`src/rtl/bram_port_arbiter.sv`:
```
// bram_port_arbiter: round-robin sharing of one 32-bit BRAM port between N_REQ requesters
// Ports:
//   i_clk, i_resetn            clock, asynchronous active-low reset
//   i_req/i_req_we             per-requester request and write flag (held until o_gnt)
//   i_req_addr/i_req_wdata     packed per-requester word address and write data
//   o_gnt                      one-hot grant pulse in the command cycle
//   o_rvalid/o_rdata           one-hot read-return strobe and its data
//   o_bram_en/we/addr/din      registered BRAM command; i_bram_dout is BRAM read data
//   o_busy                     a read is still travelling through the return pipe
// Option: define PRIO0_EN to give requester 0 fixed highest priority.
module bram_port_arbiter #(
   parameter int N_REQ    = 3,
   parameter int ADDR_W   = 6,
   parameter int BRAM_LAT = 1
) (
   input  logic                    i_clk,
   input  logic                    i_resetn,
   input  logic [N_REQ-1:0]        i_req,
   input  logic [N_REQ-1:0]        i_req_we,
   input  logic [N_REQ*ADDR_W-1:0] i_req_addr,
   input  logic [N_REQ*32-1:0]     i_req_wdata,
   output logic [N_REQ-1:0]        o_gnt,
   output logic [N_REQ-1:0]        o_rvalid,
   output logic [31:0]             o_rdata,
   output logic                    o_bram_en,
   output logic [3:0]              o_bram_we,
   output logic [31:0]             o_bram_addr,
   output logic [31:0]             o_bram_din,
   input  logic [31:0]             i_bram_dout,
   output logic                    o_busy
);
   localparam int              ID_W = $clog2(N_REQ);
   localparam logic [ID_W:0]   NQ   = (ID_W+1)'(N_REQ);
   localparam logic [ID_W-1:0] LAST = ID_W'(N_REQ-1);
   logic [ID_W-1:0]               r_rr;
   logic [ID_W-1:0]               r_cmd_id;
   logic [BRAM_LAT-1:0]           r_pv;
   logic [BRAM_LAT-1:0][ID_W-1:0] r_pid;
   logic [N_REQ-1:0]              w_elig;
   logic [N_REQ-1:0]              w_srch;
   logic [N_REQ-1:0]              w_rot;
   logic [2*N_REQ-1:0]            w_dbl;
   logic [ID_W:0]                 w_off;
   logic [ID_W:0]                 w_sum;
   logic [ID_W-1:0]               w_rr_win;
   logic [ID_W-1:0]               w_win;
   logic [ID_W-1:0]               w_rr_nxt;
   logic                          w_p0;
   logic                          w_found;
   // a requester being granted right now is masked so its still-held req is not granted twice
   assign w_elig = i_req & ~o_gnt;
`ifdef PRIO0_EN
   assign w_p0   = w_elig[0];
   assign w_srch = w_elig & ~N_REQ'(1);
`else
   assign w_p0   = 1'b0;
   assign w_srch = w_elig;
`endif
   assign w_found = |w_elig;
   // rotate the eligible set so that bit 0 is the requester at rr, then take the lowest set bit
   assign w_dbl = {w_srch, w_srch};
   assign w_rot = w_dbl[r_rr +: N_REQ];
   always_comb begin
      w_off = '0;
      for (int k = N_REQ-1; k >= 0; k--)
         if (w_rot[k]) w_off = (ID_W+1)'(k);
   end
   assign w_sum    = {1'b0, r_rr} + w_off;
   assign w_rr_win = (w_sum >= NQ) ? ID_W'(w_sum - NQ) : w_sum[ID_W-1:0];
   assign w_win    = w_p0 ? '0 : w_rr_win;
   assign w_rr_nxt = (w_win == LAST) ? '0 : w_win + ID_W'(1);
   always_ff @(posedge i_clk or negedge i_resetn) begin
      if (!i_resetn) begin
         r_rr        <= '0;
         r_cmd_id    <= '0;
         r_pv        <= '0;
         r_pid       <= '0;
         o_gnt       <= '0;
         o_rvalid    <= '0;
         o_rdata     <= '0;
         o_bram_en   <= 1'b0;
         o_bram_we   <= '0;
         o_bram_addr <= '0;
         o_bram_din  <= '0;
      end else begin
         o_gnt     <= w_found ? N_REQ'(1) << w_win : '0;
         o_bram_en <= w_found;
         o_bram_we <= {4{w_found & i_req_we[w_win]}};
         if (w_found) begin
            o_bram_addr <= {{(30-ADDR_W){1'b0}}, i_req_addr[w_win*ADDR_W +: ADDR_W], 2'b00};
            o_bram_din  <= i_req_wdata[w_win*32 +: 32];
            r_cmd_id    <= w_win;
            // a priority grant to requester 0 leaves the rotation where it was
            if (!w_p0) r_rr <= w_rr_nxt;
         end
         // return pipe: the tail entry lines up with i_bram_dout being valid
         r_pv[0]  <= o_bram_en & ~o_bram_we[0];
         r_pid[0] <= r_cmd_id;
         for (int k = 1; k < BRAM_LAT; k++) begin
            r_pv[k]  <= r_pv[k-1];
            r_pid[k] <= r_pid[k-1];
         end
         o_rvalid <= r_pv[BRAM_LAT-1] ? N_REQ'(1) << r_pid[BRAM_LAT-1] : '0;
         if (r_pv[BRAM_LAT-1]) o_rdata <= i_bram_dout;
      end
   end
   assign o_busy = |r_pv;
endmodule

```
`config.mk`:
```
export PLATFORM = sky130hd
export DESIGN_NAME = bram_port_arbiter
export DESIGN_NICKNAME = d
export VERILOG_FILES = /design/src/rtl/bram_port_arbiter.sv
export SDC_FILE = /design/constraint.sdc
export NUM_CORES = 1
export LEC_CHECK = 0
export CELL_PAD_IN_SITES_DETAIL_PLACEMENT = 0
export CELL_PAD_IN_SITES_GLOBAL_PLACEMENT = 1
export CORE_UTILIZATION = 25
export CTS_CLUSTER_SIZE = 24
export DETAILED_ROUTE_END_ITERATION = 16
export HOLD_SLACK_MARGIN = 0.05
export PLACE_DENSITY = 0.78
export REMOVE_ABC_BUFFERS = 1
export SYNTH_ARGS = -nofsm -noshare
export SYNTH_HDL_FRONTEND = slang
export SYNTH_SLANG_ARGS = --single-unit
```
`constraint.sdc`:
```
create_clock -name i_clk -period 3.7 [get_ports i_clk]
set_input_delay 0.37 -clock i_clk [delete_from_list [all_inputs] [get_ports i_clk]]
set_output_delay 0.37 -clock i_clk [all_outputs]
set_load 0.02 [all_outputs]
```
* Word-level counts from Yosys, hierarchy flattened
Cells that the tools add are included.
** Cells by class
- Reductions and logical operators :: 1
- Muxes and demuxes :: 9
- Magnitude comparators :: 2
- Add/subtract/negate cells :: 3
- Bitwise logic cells :: 5
- Equal/unequal tests :: 1
- Shift operators :: 5
- Multipliers :: 1
** Operators by type and width (number)
- $shiftx 96x8->32 :: 1
- $shiftx 18x6->6 :: 1
- $mux 2 :: 5
- $mux 3 :: 2
- $shiftx 6x3->3 :: 1
- $shl 1x2->3 const A :: 2
- $mul 2x2->4 const B :: 1
- $add 2x2->3 :: 1
- $and 3x3->3 :: 1
- $ge 3x2->1 const B :: 1
- $lt 2x3->1 const B :: 1
- $not 3->3 :: 1
- $reduce_or 3->1 :: 1
- $add 2x1->2 const B :: 1
- $and 1x1->1 :: 2
- $bmux 1 s2 :: 1
- $eq 2x2->1 const B :: 1
- $sub 2x2->2 const B :: 1
- $mux 1 :: 1
- $not 1->1 :: 1
** Storage, ports and cells
- Output and inout port bits :: 108
- Logic and storage cells :: 38
- Flip-flop bits (word level) :: 85

* Longest topological paths before layout
Gate-level depths: netlist of run 1.
- Depth after elaboration :: 12
- Mapped depth :: 14
- Mapped depth without buffers :: 11

* Worst setup path after synthesis of run 1
Ideal clock, no wire load.
- Kind :: reg-to-reg
- Start :: register o_gnt[1]
- End :: register o_bram_addr[2]
- Setup slack :: 163 ps
- Data arrival time :: 3411 ps
- Cell stages (with the launch flop) :: 13
- Data required time :: 3574 ps
- Cells stage by stage :: dfrtp_1 > nor2b_1 > nor2_1 > a211oi_1 > a21oi_1 > ha_1 > fa_1 > ha_1 > o21bai_2 > o31a_4 > buf_8 > mux2_4 > a221o_1
** On the way
- Cells in the longest elaborated chain, start to end :: 11
- Elaborated cells between the ends (all ways) :: 13
- Those cells by class :: add/sub: 2; mul: 1; order compare: 1; shift: 2; mux: 4; bitwise: 2; reduce/logical: 1
** RTL lines
- start, declared :: RTL line 22 : output logic [N_REQ-1:0] o_gnt,
- start signal, assigned :: RTL line 86 : o_gnt <= w_found ? N_REQ'(1) << w_win : '0;
- $not 3->3 (*) :: RTL line 51 : assign w_elig = i_req & ~o_gnt;
- $and 3x3->3 (*) :: RTL line 51
- $shiftx 6x3->3 :: RTL line 62 : assign w_rot = w_dbl[r_rr +: N_REQ];
- $mux 2 (3 in series) :: RTL line 66 : if (w_rot[k]) w_off = (ID_W+1)'(k);
- $add 2x2->3 :: RTL line 68 : assign w_sum = {1'b0, r_rr} + w_off;
- $ge 3x2->1 / $sub 2x2->2 (equally long branches) :: RTL line 69 : assign w_rr_win = (w_sum >= NQ) ? ID_W'(w_sum - NQ) : w_sum[ID_W-1:0];
- $mux 2 :: RTL line 69
- $mul 2x2->4 :: RTL line 90 : o_bram_addr <= {{(30-ADDR_W){1'b0}}, i_req_addr[w_win*ADDR_W +: ADDR_W], 2'b00};
- $shiftx 18x6->6 :: RTL line 90
- end signal, assigned :: RTL line 90
- end, declared :: RTL line 27 : output logic [31:0] o_bram_addr,
Mark *: on every way between the ends. The rest lies on a longest branch, timed or not.
A chain may end at the register's enable or synchronous reset.

* Final worst setup path of run 1
- Start :: input i_req[1]
- End :: register o_bram_din[14]
** On the way
- Cells in the longest elaborated chain, start to end :: 9
- Elaborated cells between the ends (all ways) :: 11
- Those cells by class :: add/sub: 2; order compare: 1; shift: 2; mux: 4; bitwise: 1; reduce/logical: 1
** RTL lines
- start, declared :: RTL line 18 : input logic [N_REQ-1:0] i_req,
- $and 3x3->3 (*) :: RTL line 51
- $shiftx 6x3->3 :: RTL line 62
- $mux 2 (3 in series) :: RTL line 66
- $add 2x2->3 :: RTL line 68
- $ge 3x2->1 / $sub 2x2->2 (equally long branches) :: RTL line 69
- $mux 2 :: RTL line 69
- $shiftx 96x8->32 :: RTL line 91 : o_bram_din <= i_req_wdata[w_win*32 +: 32];
- end signal, assigned :: RTL line 91
- end, declared :: RTL line 28 : output logic [31:0] o_bram_din,
Marks and branches as above.

==> results of run 1 <==
-- worst max path at each step --
stage,to,slack (ns),cells after the start
after floorplan,o_bram_din[14],-0.25,11
after global placement,o_bram_din[14],-0.04,13
after detailed placement,o_bram_din[14],-0.08,13
after CTS,o_bram_din[14],0.28,13
after global routing,o_bram_din[14],0.13,13
final,o_bram_din[14],0.25,13
-- power by group through the flow --
stage / sequential [µW] / clock (µW) / combinational (µW)
finish: 1730 / 974 / 6460
global route: 1790 / 1050 / 6990
CTS: 1740 / 1010 / 6530
detailed placement: 1750 / 0 / 6530
global placement: 1730 / 0 / 6380
floorplan: 2310 / 0 / 3280
-- Yosys cell counts, drive strengths merged --
cell type	instances	area, µm²
nand2b	6	37.5
nand2	17	63.8
o21ai	2	10.0
nor4	1	6.26
clkbuf	16	60.1
o31a	1	17.5
nor3	7	57.6
a31oi	1	6.26
a221o	24	240
fa	1	20.0
inv	1	3.75
o2bb2ai	1	8.76
nor2b	4	25.0
ha	2	25.0
o31ai	1	7.51
buf	43	323
a21o	2	15.0
and3b	3	26.3
mux2	56	713
o21bai	2	18.8
mux2i	1	10.0
dfrtp	85	2130
a211oi	1	7.51
nor2	16	60.1
nor3b	1	7.51
and3	26	163
conb	1	3.75
and2	1	6.26
a21oi	45	225
o22ai	14	87.6
o21a	15	113
-- metrics by stage --
stage	cell area, µm²	utilization (%)	worst slack (ns)	total power, µW
finish	7370	42.3	0.252	9170
global route	7370	42.3	0.132	9820
CTS	7370	42.3	0.276	9280
detailed placement	7060	40.5	-0.0761	8280
global placement	7060	40.5	-0.0358	8110
floorplan	4210	-	-0.249	5580
-- final cells by class --
class,instances,area (µm²),area share [%]
Clock buffer,10,229,3.10
Multi-Input combinational cell,277,2080,28.1
Timing Repair Buffer,258,2570,34.9
Tap cell,225,282,3.82
Inverter,1,3.75,0.0509
Sequential cell,85,2130,28.8
Clock inverter,5,85.1,1.15
-- layout by cell type, fill, tap and decap left out, drive strengths merged, types with 4 or more instances in the layout --
master,n
a21oi,45
a221o,24
and3,26
buf,24
clkbuf,10
clkdlybuf4s50,234
conb,26
dfrtp,85
mux2,56
nand2,17
nand2b,6
nor2,16
nor2b,4
nor3,7
o21a,15
o22ai,14
-- registers in the layout, indices dropped and copies added (netlist names), 2 cells and up --
signal,flops
r_cmd_id,2
o_gnt,3
r_pid,2
o_rvalid,3
o_bram_addr,6
o_rdata,32
r_rr,2
o_bram_din,32
-- layer usage --
metal,global-route usage (%),routed length [µm]
met5,0,0
met4,4.07,168
met3,5.07,1400
met2,24.5,6420
met1,17.0,5540
-- logic make-up (layout without fill, tap and decap cells) --
kind of cell	after synthesis	after routing	share of synthesized area, %
compound gates	109	109	16.8
fa+ha+maj	3	3	1.00
buf+inv	60	274	8.60
flops	85	85	47.3
mux	57	57	16.1
other cells	1	26	0.0834
simple gates	82	82	10.1
==> summary.md, run 1 <==
| Metric | Value |
|---|---|
| Hold_ws | `0.0885 ns` |
| Fin crit period | `roughly 3.4 ns` |
| Final Hold Vio Count | `0` |
| Min-Delay Path Class | `input pin to asynchronous set/reset pin` |
| Chip Width | `between 100 and 150 µm` |
| Tot GR Track Use | `14.4%` |
| R2R depth | `12` |
| Leak | `about 0.0032 µW` |
| Row count | `48` |
| Largest net degree at the start of global routing | `59` |
| Crit path cell chain | `clkdlybuf4s50_1, nor2b_1, nor2_1, a211oi_1, a21oi_1, ha_1, fa_1, ha_1, o21bai_2, o31a_4, buf_12, mux2_2, a221o_1` |
| Number of fill cells | `between 1500 and 2000` |
| Pwr/cell area | `about 1200 nW/µm²` |
| Num CTS Buffers | `9` |
| Post-Syn Instances | `a little under 400` |
| Startpoint Class | `input pin` |
| Power Internal | `5380 µW` |
| Critical path origin | `i_req[1]` |
| Port Buffers | `235` |
| CTS tree | `done` |
| Run status | `complete, no violations` |
| Via count | `about 3900` |
| Hold-fix buffers, CTS | `0` |
| F_max | `290 MHz` |
| Fin cells | `between 800 and 900` |
| R2R Setup Slk | `0.39 ns` |
| Synth Warn # | `0` |
| Diode count | `0` |
| Top-Level Pins | `approximately 260` |
| Placed Cells | `around 850` |
| Post-CTS resize count | `0` |
| Clock buffer depth | `2` |
| First-pass GRT wire length | `approximately 20000 µm` |
| Routed WL | `between 10000 and 15000 µm` |
| Worst Path Class, Setup | `input pin to flop` |
| Crit-path max cell delay | `around 0.48 ns` |
| FF+latch count, synth | `85` |
| Max-slew headroom | `about half` |
| Clk_skew | `around 0.0094 ns` |
| RSZ-0062 raised after global routing | `false` |
| TritonRoute pass-1 iters | `4` |
| Starting Density | `between 20% and 30%` |
| Sw Share | `between 40% and 50%` |
| Mapped Area | `about 4500 µm²` |
| Slew @ Worst Pin | `0.737 ns` |
| Worst EP required | `3.92 ns` |
| NumNets Final | `around 800` |
| Max VDD drop | `roughly 0.00062 V` |
| Critical Path Fanout Max | `14` |
| Setup TNS | `0 ns` |
| Die area | `~19000 µm²` |
| Worst-Skew Late Latency | `between 0.3 and 0.4 ns` |
| CP top delay family | `compound AO/OA/AOI/OAI gates` |
| Bufs and invs on worst path | `2` |
| Drt wl/cell | `between 15 and 20 µm` |
| Core ar. | `approximately 17000 µm²` |
| Nature of the critical path endpoint | `flop` |
| R2r endpoint | `o_bram_din[14]` |
| Chip height | `about 140 µm` |
| Initial antenna violation count | `0` |
| # clock sinks | `85` |
| DR DRC count | `0` |
| Maximum capacitance violations | `0` |
| Mean post-synth cell area | `roughly 11 µm²` |
| Slowest stage cell, crit path | `clkdlybuf4s50_1` |
| Hpwl dp | `between 9000 and 10000 µm` |
| Top cell by count, worst path | `ha_1` |
| Sequential share of the synthesized area | `47.3%` |
| DRT antenna net count | `0` |
| Overflow after GRT | `0` |
| Logic pwr share | `70.5%` |
| Critical Path AT | `~3.7 ns` |
| Vias in the first global route | `slightly below 4000` |
| Sequential Power Share | `between 10% and 20%` |
| Via density per instance | `approximately 4.5` |
| Layout area overhead | `64.0%` |
| Iteration-0 DRC Markers | `164` |
| Slew Limit Fails | `0` |
| Root Buffer | `clkbuf_16` |
| Critical R2R Launch | `o_gnt[1]` |
| Post-CTS Setup Repair Bufs | `0` |
| Ratio of cells with drive above 1 in the final layout | `15.6%` |
| Reg clk slew, reported paths | `roughly 0.07 ns` |
| Routability cong. | `roughly 0.74` |
| Fin crit share | `between 90% and 100%` |
| Max H-tree Level | `3` |
| Switching power of the nets | `3790 µW` |
| Cell variety after synth | `38` |
| Endpoints failing setup | `0` |
| Clock share of power | `between 10% and 20%` |
No activity file was read; power rests on OpenSTA's default activity.
==> run 2: changes to the inputs <==
--- a/config.mk
+++ b/config.mk
@@ -5,13 +5,15 @@
 export SDC_FILE = /design/constraint.sdc
 export NUM_CORES = 1
 export LEC_CHECK = 0
+export ABC_AREA = 1
 export CELL_PAD_IN_SITES_DETAIL_PLACEMENT = 0
 export CELL_PAD_IN_SITES_GLOBAL_PLACEMENT = 1
-export CORE_UTILIZATION = 25
+export CORE_MARGIN = 1.5
+export CORE_UTILIZATION = 26
 export CTS_CLUSTER_SIZE = 24
 export DETAILED_ROUTE_END_ITERATION = 16
 export HOLD_SLACK_MARGIN = 0.05
-export PLACE_DENSITY = 0.78
+export PLACE_DENSITY = 0.82
 export REMOVE_ABC_BUFFERS = 1
 export SYNTH_ARGS = -nofsm -noshare
 export SYNTH_HDL_FRONTEND = slang
==> constraint.sdc (replaced) <==
create_clock -name i_clk -period 3.65 [get_ports i_clk]
set_input_delay 0.365 -clock i_clk [delete_from_list [all_inputs] [get_ports i_clk]]
set_output_delay 0.365 -clock i_clk [all_outputs]
set_load 0.02 [all_outputs]
==> summary.md, run 2 <==
| Metric | Value |
|---|---|
| NumNets Final | `1027 (+30%)` |
| R2R depth | `18 (+6)` |
| Post-synth EDFFs | `0 (unchanged)` |
| Drt wl/cell | `13.9 µm (-12%)` |
| Min-Delay Path Class | `input pin to asynchronous set/reset pin` |
| Fin util | `43.3% (+0.96 points)` |
| Critical R2R Launch | `o_gnt[0]` |
| Synth Warn # | `0 (unchanged)` |
| Worst-Skew Late Latency | `0.34 ns (about the same)` |
| Cell variety after synth | `32 (-16%)` |
| Iteration-0 DRC Markers | `147 (-10%)` |
| DRT antenna net count | `0 (unchanged)` |
| Area of the multi-input gates | `1990 µm² (-3.9%)` |
| Startpoint Class | `input pin` |
| Compound-cell area share of the yosys netlist | `7.76% (-9.1 points)` |
| Fin crit period | `3.24 ns` |
| Post-Syn Instances | `643 (+62%)` |
| Max H-tree Level | `3 (unchanged)` |
| Hpwl dp | `11200 µm (+12%)` |
| Num CTS Buffers | `9 (unchanged)` |
| Hold-fix buffers, CTS | `0 (unchanged)` |
| Slowest stage cell, crit path | `clkdlybuf4s50_1` |
| First-pass GRT wire length | `23500 µm (+16%)` |
| Slew @ Worst Pin | `0.950 ns (+0.213 ns)` |
| Instance count on the critical path | `20 (+7)` |
| DR DRC count | `0 (unchanged)` |
| Flip-flop and latch area | `2130 µm² (unchanged)` |
| Post-Synth Adder-Cell Area | `0.970% (-0.032 points)` |
| Bufs and invs on worst path | `5 (+3)` |
| TritonRoute pass-1 iters | `5 (+1)` |
| Row count | `48 (unchanged)` |
| Multiplexer share of the synthesized area | `0% (-16 points)` |
| RSZ-0062 raised after global routing | `false` |
| Final Hold Vio Count | `0 (unchanged)` |
| Via count | `4671 (+19%)` |
| Core ar. | `17400 µm² (-0.35%)` |
| Synth top area share | `45.8% (-1.5 points)` |
| Chip Width | `137 µm (+0.41%)` |
| Synth area leaders | `dfrtp_1, nand2_1, nor2_1, nand3_1, inv_1` |
| Area leader, netlist | `dfrtp_1` |
| Max-slew headroom | `36.3% (-15 points)` |
| Vias in the first global route | `4526 (+16%)` |
| Fraction of registers with async set/reset | `100% (unchanged)` |
| Top-count cell post-synth | `nand2_1` |
| Clk_skew | `0.00751 ns (-0.00190 ns)` |
| Mapped Area | `4640 µm² (+3.3%)` |
| Main combinational cell family by area after synthesis | `simple AND/OR/NAND/NOR gates` |
| Largest net degree at the start of global routing | `66 (+12%)` |
| Most used DFF post-synth | `dfrtp_1` |
| Simple-gate share of the synthesized area | `31.9% (+22 points)` |
| Via density per instance | `4.25 (-6.5%)` |
| Overflow after GRT | `0 (unchanged)` |
| Layout area overhead | `61.8%` |
| Slew Limit Fails | `0 (unchanged)` |
| Number of fill cells | `1795 (+9.3%)` |
| Ratio of cells with drive above 1 in the final layout | `5.26% (-10 points)` |
| Mean post-synth cell area | `7.22 µm² (-36%)` |
| Crit path cell chain | `clkdlybuf4s50_1, inv_1, nor2_1, inv_1, nand2_1, o21ai_0, a22oi_1, ha_1, fa_1, ha_1, nor2_2, nand2_2, nand2_1, nand2_2, buf_4, inv_2, nand3_1, nand2_1, nand2_1, nand2_1` |
| Routed WL | `15200 µm (+13%)` |
| Setup TNS | `0 ns (unchanged)` |
| Worst Path Class, Setup | `input pin to flop` |
| R2r endpoint | `o_bram_din[8]` |
| R2R Setup Slk | `0.52 ns (+0.13 ns)` |
| Critical Path AT | `3.52 ns (-0.15 ns)` |
| Maximum capacitance violations | `0 (unchanged)` |
| Run status | `complete, no violations` |
| Fin crit share | `88.9%` |
| Die area | `18700 µm² (+0.82%)` |
| Nature of the critical path endpoint | `flop` |
| Tot GR Track Use | `16.4% (+2.0 points)` |
| CTS tree | `done` |
| Root Buffer | `clkbuf_16` |
| Top-Level Pins | `262 (unchanged)` |
| Post-CTS resize count | `0 (unchanged)` |
| Hold_ws | `0.152 ns (+0.0640 ns)` |
| Routability cong. | `0.825 (+11%)` |
| Sequential share of the synthesized area | `45.8% (-1.5 points)` |
| Reg clk slew, reported paths | `0.07 ns (about the same)` |
| Synth Area in XOR/XNOR | `0% (unchanged)` |
| Port Buffers | `235 (unchanged)` |
| Endpoints failing setup | `0 (unchanged)` |
| Most common cell after layout, fill and taps aside | `clkdlybuf4s50_1` |
| Crit-path max cell delay | `0.45 ns (-0.03 ns)` |
| Clock buffer depth | `2 (unchanged)` |
| FF+latch count, synth | `85 (unchanged)` |
| Top flop regs | `o_bram_din (32), o_rdata (32), o_bram_addr (6)` |
| # clock sinks | `85 (unchanged)` |
| Worst EP required | `3.93 ns (about the same)` |
| Critical Path Fanout Max | `15 (+1)` |
| F_max | `a little over 300 MHz` |
| Diode count | `0 (unchanged)` |
| CP top delay family | `buffers and inverters` |
| Post-synth top cells | `nand2_1, dfrtp_1, nor2_1` |
| Top cell by count, worst path | `nand2_1` |
| Starting Density | `26.8% (+0.95 points)` |
| Initial antenna violation count | `0 (unchanged)` |
| Post-CTS Setup Repair Bufs | `0 (unchanged)` |
| Chip height | `137 µm (+0.41%)` |
| Most frequent cells in the layout | `clkdlybuf4s50_1, nand2_1, dfrtp_1` |
[run 2: changes by cell type in the layout (fill, tap and decap cells not counted), moves of 14 or more]
cell | previous run | this run
o21ai_1 | 0 | 17
nand3_1 | 0 | 57
a221o_1 | 24 | 0
mux2_2 | 34 | 0
mux2_4 | 22 | 0
inv_1 | 0 | 63
a21boi_0 | 0 | 14
and3_1 | 26 | 0
a21oi_1 | 45 | 1
nand2_1 | 17 | 214
o21a_1 | 15 | 1
nor2_1 | 16 | 83
[run 2: area by class of cell]
cell class	instances	share of cell area [%]
clock buffer	9	3.00
timing repair buffer	254	34.0
sequential	85	28.3
tap	225	3.75
inverter	66	3.30
multi-input combinational	454	26.5
clock inverter	7	1.13
[run 2: worst max-delay path by stage]
stage | startpoint | to | slack [ns]
global route | i_req[0] | o_bram_din[9] | 0.14
detailed placement | i_req[0] | o_bram_din[8] | 0.05
finish | i_req[0] | o_bram_din[8] | 0.41
global placement | i_req[0] | o_bram_din[8] | 0.11
CTS | i_req[0] | o_bram_din[8] | 0.42
floorplan | o_gnt[0] | o_bram_we[0] | -0.32
[run 2: stage by stage]
| step | cell area, µm² | std cells | setup WS [ns] |
|---|---|---|---|
| 2_1_floorplan | 4360 | 605 | -0.316 |
| 3_3_place_gp | 7210 | 1084 | 0.106 |
| 3_5_place_dp | 7210 | 1084 | 0.0506 |
| 4_1_cts | 7520 | 1100 | 0.421 |
| 5_1_grt | 7520 | 1100 | 0.137 |
| 6_report | 7520 | 1100 | 0.407 |
[run 2: metal layers]
layer  vias to the layer above  wire, µm  GRT usage (%)
li1                       2374         -              -
met3                         6      1630           6.59
met1                      2100      6150           18.9
met5                         -         0              0
met4                         0       118           4.02
met2                       191      7350           28.5
[run 2: kinds of logic after synthesis]
group                    Yosys count
AO/OA/AOI/OAI                     58
adder cells (fa/ha/maj)            3
buffers and inverters            129
flip-flops                        85
other                              1
AND/OR/NAND/NOR                  367
Power of run 2 is left out: the tool's default activity adds up to more than one toggle a clock period on the data nets, which glitch-free logic cannot reach.
